### src/rtl/pifo_pkg.sv
// Package: pifo_pkg
// Shared field widths, bit offsets and record layouts for the per-port PIFO.
// The rank calculator uses the same offsets to pack tuples and to unpack the
// last-packet-info word, so these constants must stay in step on both sides.
//   Tuple / entry word : {port_id[2:0], class[4:0], round[19:0], tag[3:0]}
//   Last-packet-info   : {round[19:0], class[4:0], occupancy[6:0]}
package pifo_pkg;

    localparam int PIFO_ROUND_W = 20;
    localparam int PIFO_CLASS_W = 5;
    localparam int PIFO_PORT_W  = 3;
    localparam int PIFO_TAG_W   = 4;
    localparam int PIFO_INFO_W  = 7;
    localparam int PIFO_DROP_W  = 16;
    localparam int PIFO_ENTRY_W = PIFO_PORT_W + PIFO_CLASS_W + PIFO_ROUND_W + PIFO_TAG_W;

    // Entry word bit offsets
    localparam int PIFO_TAG_LSB   = 0;
    localparam int PIFO_ROUND_LSB = PIFO_TAG_LSB + PIFO_TAG_W;
    localparam int PIFO_CLASS_LSB = PIFO_ROUND_LSB + PIFO_ROUND_W;
    localparam int PIFO_PORT_LSB  = PIFO_CLASS_LSB + PIFO_CLASS_W;

    // Last-packet-info word bit offsets
    localparam int PIFO_INFO_OCC_LSB   = 0;
    localparam int PIFO_INFO_CLASS_LSB = PIFO_INFO_OCC_LSB + PIFO_INFO_W;
    localparam int PIFO_INFO_ROUND_LSB = PIFO_INFO_CLASS_LSB + PIFO_CLASS_W;

    typedef struct packed {
        logic [PIFO_PORT_W-1:0]  port_id;
        logic [PIFO_CLASS_W-1:0] cls;
        logic [PIFO_ROUND_W-1:0] round;
        logic [PIFO_TAG_W-1:0]   tag;
    } pifo_entry_t;

    typedef struct packed {
        logic [PIFO_ROUND_W-1:0] round;
        logic [PIFO_CLASS_W-1:0] cls;
        logic [PIFO_INFO_W-1:0]  occupancy;
    } pifo_last_info_t;

endpackage

### src/rtl/pifo_port_queue_if.sv
// Interface: pifo_port_queue_if
// Tuple ingress strobe and head-of-queue dequeue handshake for one PIFO port.
//   tuple_in_rank_VALID / tuple_in_rank_DATA : rank tuple, no back-pressure
//   deq_valid / deq_data / deq_ready         : head entry, popped on valid & ready
// Modports: master = tuple producer and dequeue consumer, slave = the PIFO.
interface pifo_port_queue_if
    import pifo_pkg::*;
#(
    parameter int ENTRY_W = PIFO_ENTRY_W
);

    logic               tuple_in_rank_VALID;
    logic [ENTRY_W-1:0] tuple_in_rank_DATA;
    logic               deq_valid;
    logic [ENTRY_W-1:0] deq_data;
    logic               deq_ready;

    modport master (
        output tuple_in_rank_VALID,
        output tuple_in_rank_DATA,
        output deq_ready,
        input  deq_valid,
        input  deq_data
    );

    modport slave (
        input  tuple_in_rank_VALID,
        input  tuple_in_rank_DATA,
        input  deq_ready,
        output deq_valid,
        output deq_data
    );

endinterface

### src/rtl/pifo_round_cmp.sv
// Module: pifo_round_cmp
// Combinational "a is not after b" round compare used to build the insertion
// thermometer: le = 1 when an entry with round a must stay ahead of a new
// entry with round b (equal rounds stay ahead, giving FIFO tie-break).
//   a  : round of an existing entry
//   b  : round of the incoming tuple
//   le : a <= b in the compiled ordering
// Build option PIFO_WRAP_CMP_EN: serial-number ordering, b < a iff (b - a)
// mod 2^ROUND_WIDTH has its MSB set; otherwise plain unsigned compare.
module pifo_round_cmp
    import pifo_pkg::*;
#(
    parameter int ROUND_WIDTH = PIFO_ROUND_W
)(
    input  logic [ROUND_WIDTH-1:0] a,
    input  logic [ROUND_WIDTH-1:0] b,
    output logic                   le
);

`ifdef PIFO_WRAP_CMP_EN
    logic [ROUND_WIDTH-1:0] diff;

    // a <= b  <=>  not (b < a)  <=>  MSB of (b - a) clear
    assign diff = b - a;
    assign le   = ~diff[ROUND_WIDTH-1];
`else
    assign le = (a <= b);
`endif

endmodule

### src/rtl/pifo_port_queue.sv
// Module: pifo_port_queue
// Per-output-port PIFO fed by the WFQ rank calculator. Entries are kept sorted
// by round in a shift-register array whose slot 0 is the head; the smallest
// round pops on downstream demand and every pop publishes a last-packet-info
// word back to the rank calculator.
// Ports:
//   clk_dp                 datapath clock
//   rst                    asynchronous reset, active low
//   q_if (slave)           tuple ingress and head dequeue handshake
//   wire_out_last_pkt_info {popped round, popped class, occupancy after pop}
//   wire_out_occupancy     current entry count (saturated to INFO_WIDTH)
//   wire_out_drop_cnt      saturating count of tuples dropped while full
// Build option PIFO_WRAP_CMP_EN selects wrap-safe round ordering (see
// pifo_round_cmp); undefined gives plain unsigned ordering.
module pifo_port_queue
    import pifo_pkg::*;
#(
    parameter int PORT_ID        = 0,
    parameter int DEPTH          = 16,
    parameter int ROUND_WIDTH    = PIFO_ROUND_W,
    parameter int CLASS_WIDTH    = PIFO_CLASS_W,
    parameter int PORT_ID_WIDTH  = PIFO_PORT_W,
    parameter int TAG_WIDTH      = PIFO_TAG_W,
    parameter int INFO_WIDTH     = PIFO_INFO_W,
    parameter int DROP_CNT_WIDTH = PIFO_DROP_W
)(
    input  logic                                        clk_dp,
    input  logic                                        rst,
    pifo_port_queue_if.slave                            q_if,
    output logic [ROUND_WIDTH+CLASS_WIDTH+INFO_WIDTH-1:0] wire_out_last_pkt_info,
    output logic [INFO_WIDTH-1:0]                       wire_out_occupancy,
    output logic [DROP_CNT_WIDTH-1:0]                   wire_out_drop_cnt
);

    localparam int ENTRY_W   = PORT_ID_WIDTH + CLASS_WIDTH + ROUND_WIDTH + TAG_WIDTH;
    localparam int ROUND_LSB = TAG_WIDTH;
    localparam int CLASS_LSB = ROUND_LSB + ROUND_WIDTH;
    localparam int PORT_LSB  = CLASS_LSB + CLASS_WIDTH;
    localparam int INFO_TOT  = ROUND_WIDTH + CLASS_WIDTH + INFO_WIDTH;
    localparam int OCC_W     = $clog2(DEPTH + 1);
    localparam int OCC_SAT   = (2 ** INFO_WIDTH) - 1;

    function automatic logic [INFO_WIDTH-1:0] sat_occ(input logic [OCC_W-1:0] o);
        if (int'(o) > OCC_SAT) return '1;
        return INFO_WIDTH'(o);
    endfunction

    function automatic logic [DROP_CNT_WIDTH-1:0] sat_inc(input logic [DROP_CNT_WIDTH-1:0] v);
        if (&v) return v;
        return v + DROP_CNT_WIDTH'(1);
    endfunction

    logic [ENTRY_W-1:0]     ent_q [DEPTH];
    logic [ENTRY_W-1:0]     ent_s [DEPTH];
    logic [ENTRY_W-1:0]     ent_n [DEPTH];
    logic [DEPTH-1:0]       valid_q;
    logic [DEPTH-1:0]       valid_s;
    logic [DEPTH-1:0]       valid_n;
    logic [DEPTH-1:0]       le_vec;
    logic [DEPTH-1:0]       thermo;
    logic [OCC_W-1:0]       occ_q;
    logic [OCC_W-1:0]       occ_n;
    logic [INFO_TOT-1:0]    last_info_q;
    logic [DROP_CNT_WIDTH-1:0] drop_cnt_q;

    logic [ENTRY_W-1:0]     new_ent;
    logic [ROUND_WIDTH-1:0] new_round;
    logic                   port_match;
    logic                   full;
    logic                   pop;
    logic                   push;
    logic                   drop;

    assign new_ent    = q_if.tuple_in_rank_DATA;
    assign new_round  = new_ent[ROUND_LSB +: ROUND_WIDTH];
    assign port_match = q_if.tuple_in_rank_VALID
                      & (new_ent[PORT_LSB +: PORT_ID_WIDTH] == PORT_ID_WIDTH'(PORT_ID));
    assign full       = (occ_q == OCC_W'(DEPTH));
    // A pop frees a slot in the same cycle, so a full queue still accepts.
    assign pop        = valid_q[0] & q_if.deq_ready;
    assign push       = port_match & (~full | pop);
    assign drop       = port_match & full & ~pop;

    always_comb begin
        occ_n = occ_q;
        case ({push, pop})
            2'b10:   occ_n = occ_q + OCC_W'(1);
            2'b01:   occ_n = occ_q - OCC_W'(1);
            default: occ_n = occ_q;
        endcase
    end

    // Per slot: apply the pop shift first, then compare the shifted entry
    // against the new round. thermo is a prefix of ones marking entries that
    // stay ahead; the first zero slot takes the new entry and everything behind
    // it moves one slot toward the tail.
    for (genvar i = 0; i < DEPTH; i++) begin : g_slot
        if (i == DEPTH - 1) begin : g_tail
            assign ent_s[i]   = pop ? '0   : ent_q[i];
            assign valid_s[i] = pop ? 1'b0 : valid_q[i];
        end else begin : g_body
            assign ent_s[i]   = pop ? ent_q[i+1]   : ent_q[i];
            assign valid_s[i] = pop ? valid_q[i+1] : valid_q[i];
        end

        pifo_round_cmp #(
            .ROUND_WIDTH (ROUND_WIDTH)
        ) u_cmp (
            .a  (ent_s[i][ROUND_LSB +: ROUND_WIDTH]),
            .b  (new_round),
            .le (le_vec[i])
        );

        assign thermo[i] = valid_s[i] & le_vec[i];

        if (i == 0) begin : g_head
            assign ent_n[i]   = (~push | thermo[i]) ? ent_s[i]   : new_ent;
            assign valid_n[i] = (~push | thermo[i]) ? valid_s[i] : 1'b1;
        end else begin : g_rest
            assign ent_n[i]   = (~push | thermo[i]) ? ent_s[i]
                              : (thermo[i-1] ? new_ent : ent_s[i-1]);
            assign valid_n[i] = (~push | thermo[i]) ? valid_s[i]
                              : (thermo[i-1] | valid_s[i-1]);
        end
    end

    always_ff @(posedge clk_dp or negedge rst) begin
        if (!rst) begin
            for (int i = 0; i < DEPTH; i++) ent_q[i] <= '0;
            valid_q     <= '0;
            occ_q       <= '0;
            last_info_q <= '0;
            drop_cnt_q  <= '0;
        end else begin
            for (int i = 0; i < DEPTH; i++) ent_q[i] <= ent_n[i];
            valid_q <= valid_n;
            occ_q   <= occ_n;
            if (pop) begin
                last_info_q <= {ent_q[0][ROUND_LSB +: ROUND_WIDTH],
                                ent_q[0][CLASS_LSB +: CLASS_WIDTH],
                                sat_occ(occ_n)};
            end
            if (drop) drop_cnt_q <= sat_inc(drop_cnt_q);
        end
    end

    assign q_if.deq_valid      = valid_q[0];
    assign q_if.deq_data       = ent_q[0];
    assign wire_out_last_pkt_info = last_info_q;
    assign wire_out_occupancy  = sat_occ(occ_q);
    assign wire_out_drop_cnt   = drop_cnt_q;

endmodule
### src/flat_wrapper.sv
// flat-port wrapper written by rule: the top's interface ports become plain ports
module pifo_port_queue_flat import pifo_pkg::*;
#(
    parameter int PORT_ID        = 0,
    parameter int DEPTH          = 16,
    parameter int ROUND_WIDTH    = PIFO_ROUND_W,
    parameter int CLASS_WIDTH    = PIFO_CLASS_W,
    parameter int PORT_ID_WIDTH  = PIFO_PORT_W,
    parameter int TAG_WIDTH      = PIFO_TAG_W,
    parameter int INFO_WIDTH     = PIFO_INFO_W,
    parameter int DROP_CNT_WIDTH = PIFO_DROP_W
)
  (clk_dp, rst, wire_out_last_pkt_info, wire_out_occupancy, wire_out_drop_cnt, q_if_tuple_in_rank_VALID, q_if_tuple_in_rank_DATA, q_if_deq_ready, q_if_deq_valid, q_if_deq_data);
  pifo_port_queue_if q_if_i ();
  input  logic clk_dp;
  input  logic rst;
  output logic [ROUND_WIDTH+CLASS_WIDTH+INFO_WIDTH-1:0] wire_out_last_pkt_info;
  output logic [INFO_WIDTH-1:0] wire_out_occupancy;
  output logic [DROP_CNT_WIDTH-1:0] wire_out_drop_cnt;
  input wire logic [$bits(q_if_i.tuple_in_rank_VALID)-1:0] q_if_tuple_in_rank_VALID;
  input wire logic [$bits(q_if_i.tuple_in_rank_DATA)-1:0] q_if_tuple_in_rank_DATA;
  input wire logic [$bits(q_if_i.deq_ready)-1:0] q_if_deq_ready;
  output wire logic [$bits(q_if_i.deq_valid)-1:0] q_if_deq_valid;
  output wire logic [$bits(q_if_i.deq_data)-1:0] q_if_deq_data;
  assign q_if_i.tuple_in_rank_VALID = q_if_tuple_in_rank_VALID;
  assign q_if_i.tuple_in_rank_DATA = q_if_tuple_in_rank_DATA;
  assign q_if_i.deq_ready = q_if_deq_ready;
  assign q_if_deq_valid = q_if_i.deq_valid;
  assign q_if_deq_data = q_if_i.deq_data;
  pifo_port_queue #(.PORT_ID(PORT_ID), .DEPTH(DEPTH), .ROUND_WIDTH(ROUND_WIDTH), .CLASS_WIDTH(CLASS_WIDTH), .PORT_ID_WIDTH(PORT_ID_WIDTH), .TAG_WIDTH(TAG_WIDTH), .INFO_WIDTH(INFO_WIDTH), .DROP_CNT_WIDTH(DROP_CNT_WIDTH)) u_core (.clk_dp(clk_dp), .rst(rst), .q_if(q_if_i), .wire_out_last_pkt_info(wire_out_last_pkt_info), .wire_out_occupancy(wire_out_occupancy), .wire_out_drop_cnt(wire_out_drop_cnt));
endmodule
### config.mk
export PLATFORM = sky130hd
export DESIGN_NAME = pifo_port_queue_flat
export DESIGN_NICKNAME = d
export VERILOG_FILES = /design/src/rtl/pifo_pkg.sv /design/src/rtl/pifo_port_queue_if.sv /design/src/rtl/pifo_round_cmp.sv /design/src/rtl/pifo_port_queue.sv /design/src/flat_wrapper.sv
export SDC_FILE = /design/constraint.sdc
export NUM_CORES = 2
export LEC_CHECK = 0
export ABC_AREA = 1
export BUFFER_PORTS_ARGS = -buffer_cell sky130_fd_sc_hd__buf_2
export CORE_MARGIN = 10
export CORE_UTILIZATION = 60
export CTS_CLUSTER_SIZE = 10
export DETAILED_ROUTE_END_ITERATION = 12
export GPL_TIMING_DRIVEN = 0
export PLACE_DENSITY = 0.77
export SLEW_MARGIN = 10
export SYNTH_ARGS = -nofsm -noshare
export SYNTH_HDL_FRONTEND = slang
export SYNTH_SLANG_ARGS = --single-unit
### constraint.sdc
create_clock -name clk_dp -period 4.6 [get_ports clk_dp]
set_input_delay 0.23 -clock clk_dp [delete_from_list [all_inputs] [get_ports clk_dp]]
set_output_delay 0.23 -clock clk_dp [all_outputs]
set_load 0.02 [all_outputs]
==> Word level (Yosys, flattened, before mapping) <==
Index checks and enable logic that the tools add are counted.
{ "op_classes": {"magnitude_cmp": 16, "div": 0, "mul": 0, "add_sub_neg": 3, "eq_ne": 5, "shifts": 0, "bitwise": 56, "n_reduce_logical": 3, "muxes": 83} }
{ "ops": {"columns": ["operator", "count"], "rows": [
  ["$mux 32", 47],
  ["$le 20x20->1", 16],
  ["$mux 1", 34],
  ["$or 1x1->1", 32],
  ["$and 1x1->1", 21],
  ["$add 16x1->16 const B", 1],
  ["$mux 16", 1],
  ["$reduce_and 16->1", 1],
  ["$pmux 5 s2", 1],
  ["$add 5x1->5 const B", 1],
  ["$eq 5x5->1 const B", 1],
  ["$sub 5x1->5 const B", 1],
  ["$logic_not 3->1", 1],
  ["$not 1->1", 3],
  ["$eq 2x1->1 const B", 1],
  ["$eq 2x2->1 const B", 1],
  ["$ne 2x1->1 const B", 1],
  ["$ne 2x2->1 const B", 1],
  ["$reduce_and 2->1", 1]
]} }
{ "totals": {"ff_bits": 579, "ram_bits": 0, "output_inout_bits": 88, "rom_bits": 0, "latch_bits": 0, "n_memories": 0} }

==> Depth between registers and ports, before layout <==
{ "logic_depth": {"depth_word": 7, "depth_mapped": 23, "mapped_depth_nobuf": 19} }

==> By module <==
From an unflattened synthesis, not the netlist that was laid out.
{ "hier_totals": {"hier_cells": 6444, "area_unflattened_um2": 42796.0} }
{ "by_module_without_submodules": {"columns": ["mod", "cells_each", "n_inst", "area_per_inst_um2"], "rows": [
  ["pifo_port_queue", 4908, 1, 33447.1],
  ["pifo_round_cmp (u_core.g_slot[13].u_cmp ...)", 96, 12, 589.3],
  ["pifo_round_cmp (u_core.g_slot[0].u_cmp ...)", 96, 4, 569.3]
]} }

==> Worst setup path after synthesis <==
Ideal clock, no wire load.
{ "synth_path": {"path_kind": "flip-flop to flip-flop", "start": "reg u_core.valid_q[0]", "end": "reg u_core.ent_q (netlist bit u_core.q_if.deq_data[14])", "path_buffers": 5, "setup_ps": 143, "stages_incl_launch_ff": 21, "required_ps": 4457, "t_arrival_ps": 2938, "slack_ps": 1518, "cell_sequence": "dfrtp_1 > nand2_1 > inv_2 > buf_2 > clkbuf_1 > clkbuf_1 > o21ai_0 > ha_1 > nand2_1 > nor2_1 > nand2_1 > nor2_1 > nand2_1 > nand3_1 > nand2_2 > nand2_2 > nand2_2 > buf_4 > buf_2 > nand2_1 > o21ai_0"} }
{ "synth_rtl": {"columns": ["element", "line_no", "text"], "rows": [
  ["start, declared", "pifo_port_queue.sv:56", "logic [DEPTH-1:0] valid_q;"],
  ["start signal, assigned", "pifo_port_queue.sv:136", "valid_q <= valid_n;"],
  ["end, declared", "pifo_port_queue.sv:53", "logic [ENTRY_W-1:0] ent_q [DEPTH];"]
]} }

==> results.yml <==
global_routing:
  antenna_found_initial: 11
  grt.total_usage: 0.401
  grt_pass1_wl_um: 254000
  first_global_vias: 45300
  grt_max_degree: 105
  grt.overflow.total: 0
timing:
  finalHoldViolCount: 0
  tns_ps: -30510
  rsz0062_at_grt: "yes"
  worst_slew_pin_slew_ps: 1560
  clock_skew_ps: 24.8
  maxSlewViolCount: 11
  relSlewSlack: -0.0380
  finalSetupViolations: 339
  finalCritPeriodShare: 1.05
  layout_setup_ws_ps: -245
  fmax_mhz: 206
  hold_slack_ps: 55.2
  finalCriticalPeriod_ps: 4840
pwr:
  ir_drop_mv: 0.356
  p_per_area_mw_per_mm2: 654
  leakage_nw: 28.4
detailed_routing:
  firstDrtPassIters: 7
  totalWireLength_um: 172000
  drt-initial-drc-count: 5167
  wl_per_cell_um: 21.1
  postRouteAntennaNets: 0
  drcViolationCount: 0
  via_per_inst: 5.80
  vias: 47200
synth:
  ys_warn_count: 0
  synth_top_area_frac: 0.360
  yosys.area.top_type: "nand2_1"
  synth_seq_cells: 579
  synthFlopType: "dfrtp_1"
  synthTopCellsByArea: "nand2_1, dfrtp_1, ha_1"
  syn_area_mm2: 0.0434
  synth_seq_area_share: 0.334
  async_reset_ff_frac: 1.00
  synth_cells: 6966
  synth_edf_count: 0
  avgSynthCellArea_um2: 6.23
  ys_types: 40
floorplan:
  rows: 98
  io_pins: 124
  die_area_mm2: 0.0835
  die_y_um: 289
  start_util: 0.606
  die_w_um: 289
  core_area_mm2: 0.0716
finish:
  area_growth_pct: 9.65
  instances_no_fill: 8147
  layout_commonest_cell: "nand2_1"
  num-fill-cells: 6929
  layout-drive-gt1-share: 0.0742
  final_cell_mix: "nand2_1, dfrtp_1, nand3_1, ha_1, inv_1"
  num-nets-final: 7506
worst_setup_path:
  reg2reg_slack_ps: -10
  cpMostUsedCell: "nand2_1"
  crit_path_max_incr_delay_ps: 1130
  endpoint_kind: "flip-flop"
  path_class: "in2reg"
  r2r_end: "u_core.ent_q[286]"
  crit_slowest_cell: "clkbuf_1"
  worst_ep_required_time_ps: 5170
  crit_arrival_ps: 5420
  r2r_start: "u_core.valid_q[0]"
  crit_path_start_kind: "input port"
  cp_max_fo: 17
  r2r_cells: 18
  worstPathCellList: "clkbuf_1 -> clkbuf_1 -> inv_1 -> ha_1 -> nand2_1 -> nor2_1 -> nand2_1 -> nor2_1 -> nand4_1 -> nand2_1 -> nand2_2 -> nand2_4 -> buf_2 -> nand2_1 -> nand2_1"
status:
  violations: "max-capacitance violations, max-slew violations, negative setup slack"
  status: "complete, but fails checks"
cts:
  cts_sinks: 579
  clockBufferDepth: 3
  clock_tree.root_cell: "clkbuf_16"
  cts-buffers-inserted: 73
  cts_tree: "yes"
  h-tree-depth: 3
  clk_pin_slew_ps: 60
  clk_latency_ps: 640
min_path:
  hold_end: "u_core.wire_out_drop_cnt[13]"
  holdCritStartpoint: "q_if_tuple_in_rank_VALID"
  hp-class: "in2reg"
  holdPathStages: 5
flow_run:
  drv_cap: 2
placement:
  dp_hpwl_um: 127000
  dp.cells: 8013
  portBuffers: 88
  gp_congestion: 1.01
## critical path: cells and delay by family
kind                     cells  cell delay, ps
buffers and inverters        4            2910
AND/OR/NAND/NOR             10            1600
adder cells (fa/ha/maj)      1             640
## cell usage after synthesis, drive strengths merged, types with 2 or more instances
master / instances
or2: 29
clkinv: 8
a21oi: 114
o21ai: 224
clkbuf: 210
nor2: 146
nand2: 4193
nand3: 518
a31oi: 2
inv: 315
buf: 243
nor4: 3
nand4: 18
xor2: 4
nor3: 3
dfrtp: 579
ha: 325
a21o: 17
xnor2: 9
## sequential cells by signal (all words and copies together) (netlist names)
register and count:
u_core.wire_out_drop_cnt 16, u_core.ent_q 480, u_core.valid_q 16, u_core.occ_q 5
u_core.q_if.deq_data 32, u_core.wire_out_last_pkt_info 30
## cells by family after synthesis
| family | after synthesis | share of synthesized area |
|---|---|---|
| xor gates and xnor gates | 13 | 0.00262 |
| adders and majority gates | 326 | 0.0941 |
| AOI/OAI and AO/OA | 358 | 0.0424 |
| buffers and inverters | 776 | 0.0805 |
| and+or+nand+nor | 4912 | 0.446 |
| DFF | 579 | 0.334 |
| other | 1 | 0.0000864 |
| muxes | 1 | 0.000259 |
## area by class of cell
cell class	instances	area (um^2)	area share
clock buffers	106	2110	0.0443
plain buffers	453	2310	0.0485
inverters	323	1220	0.0257
multi-input cells	5614	25500	0.535
diodes	11	27.5	0.000578
well taps	950	1190	0.0250
flip-flops and latches	579	14500	0.304
repair buffers	100	666	0.0140
clock inverters	11	144	0.00302
## stage by stage
stage	power (mW)	instance area [um^2]	setup slack [ps]	utilization
after floorplan	19.9	43400	1520	-
after global placement	24.3	45100	-9180	0.629
after detailed placement	24.7	45200	-584	0.632
after CTS	30.5	47500	65.5	0.664
after global routing	33.3	47600	-3.80	0.665
final	31.1	47600	-245	0.665
## what timing repair did
action / in CTS / in global routing
endpoints found under the hold margin: 340 / 0
hold buffers: 2 / 0
setup buffers: 0 / 4
gates resized for setup: 1 / 24
setup endpoints to repair: 32 / 353
## power by group
group          total [mW]  internal, mW  switching [mW]  leakage (nW)
combinational        17.1          5.43            11.7          19.6
sequential           8.36          6.99            1.37          7.65
clock                5.68          3.19            2.49          1.11
## per-layer routing
layer	vias up	global-route usage	share of wire
met3	772	0.121	0.11
met2	2564	0.636	0.44
met5	-	0.0169	0.0016
met1	21900	0.462	0.37
met4	8	0.275	0.076
li1	22000	-	-
## worst max-delay path by stage
stage                                           start                       end  slack [ps]  cells past startpoint
after floorplan                     u_core.valid_q[0]  u_core.q_if.deq_data[14]        1520                     20
after global placement                            rst         u_core.ent_q[250]       -9180                      1
after detailed placement  q_if_tuple_in_rank_DATA[18]         u_core.ent_q[345]        -580                     16
after CTS                           u_core.valid_q[0]  u_core.q_if.deq_data[17]          70                     20
after global routing                u_core.valid_q[0]   u_core.q_if.deq_data[9]          -4                     17
final                     q_if_tuple_in_rank_DATA[15]         u_core.ent_q[286]        -240                     15
Note: power is estimated with default switching activity, not from simulation.
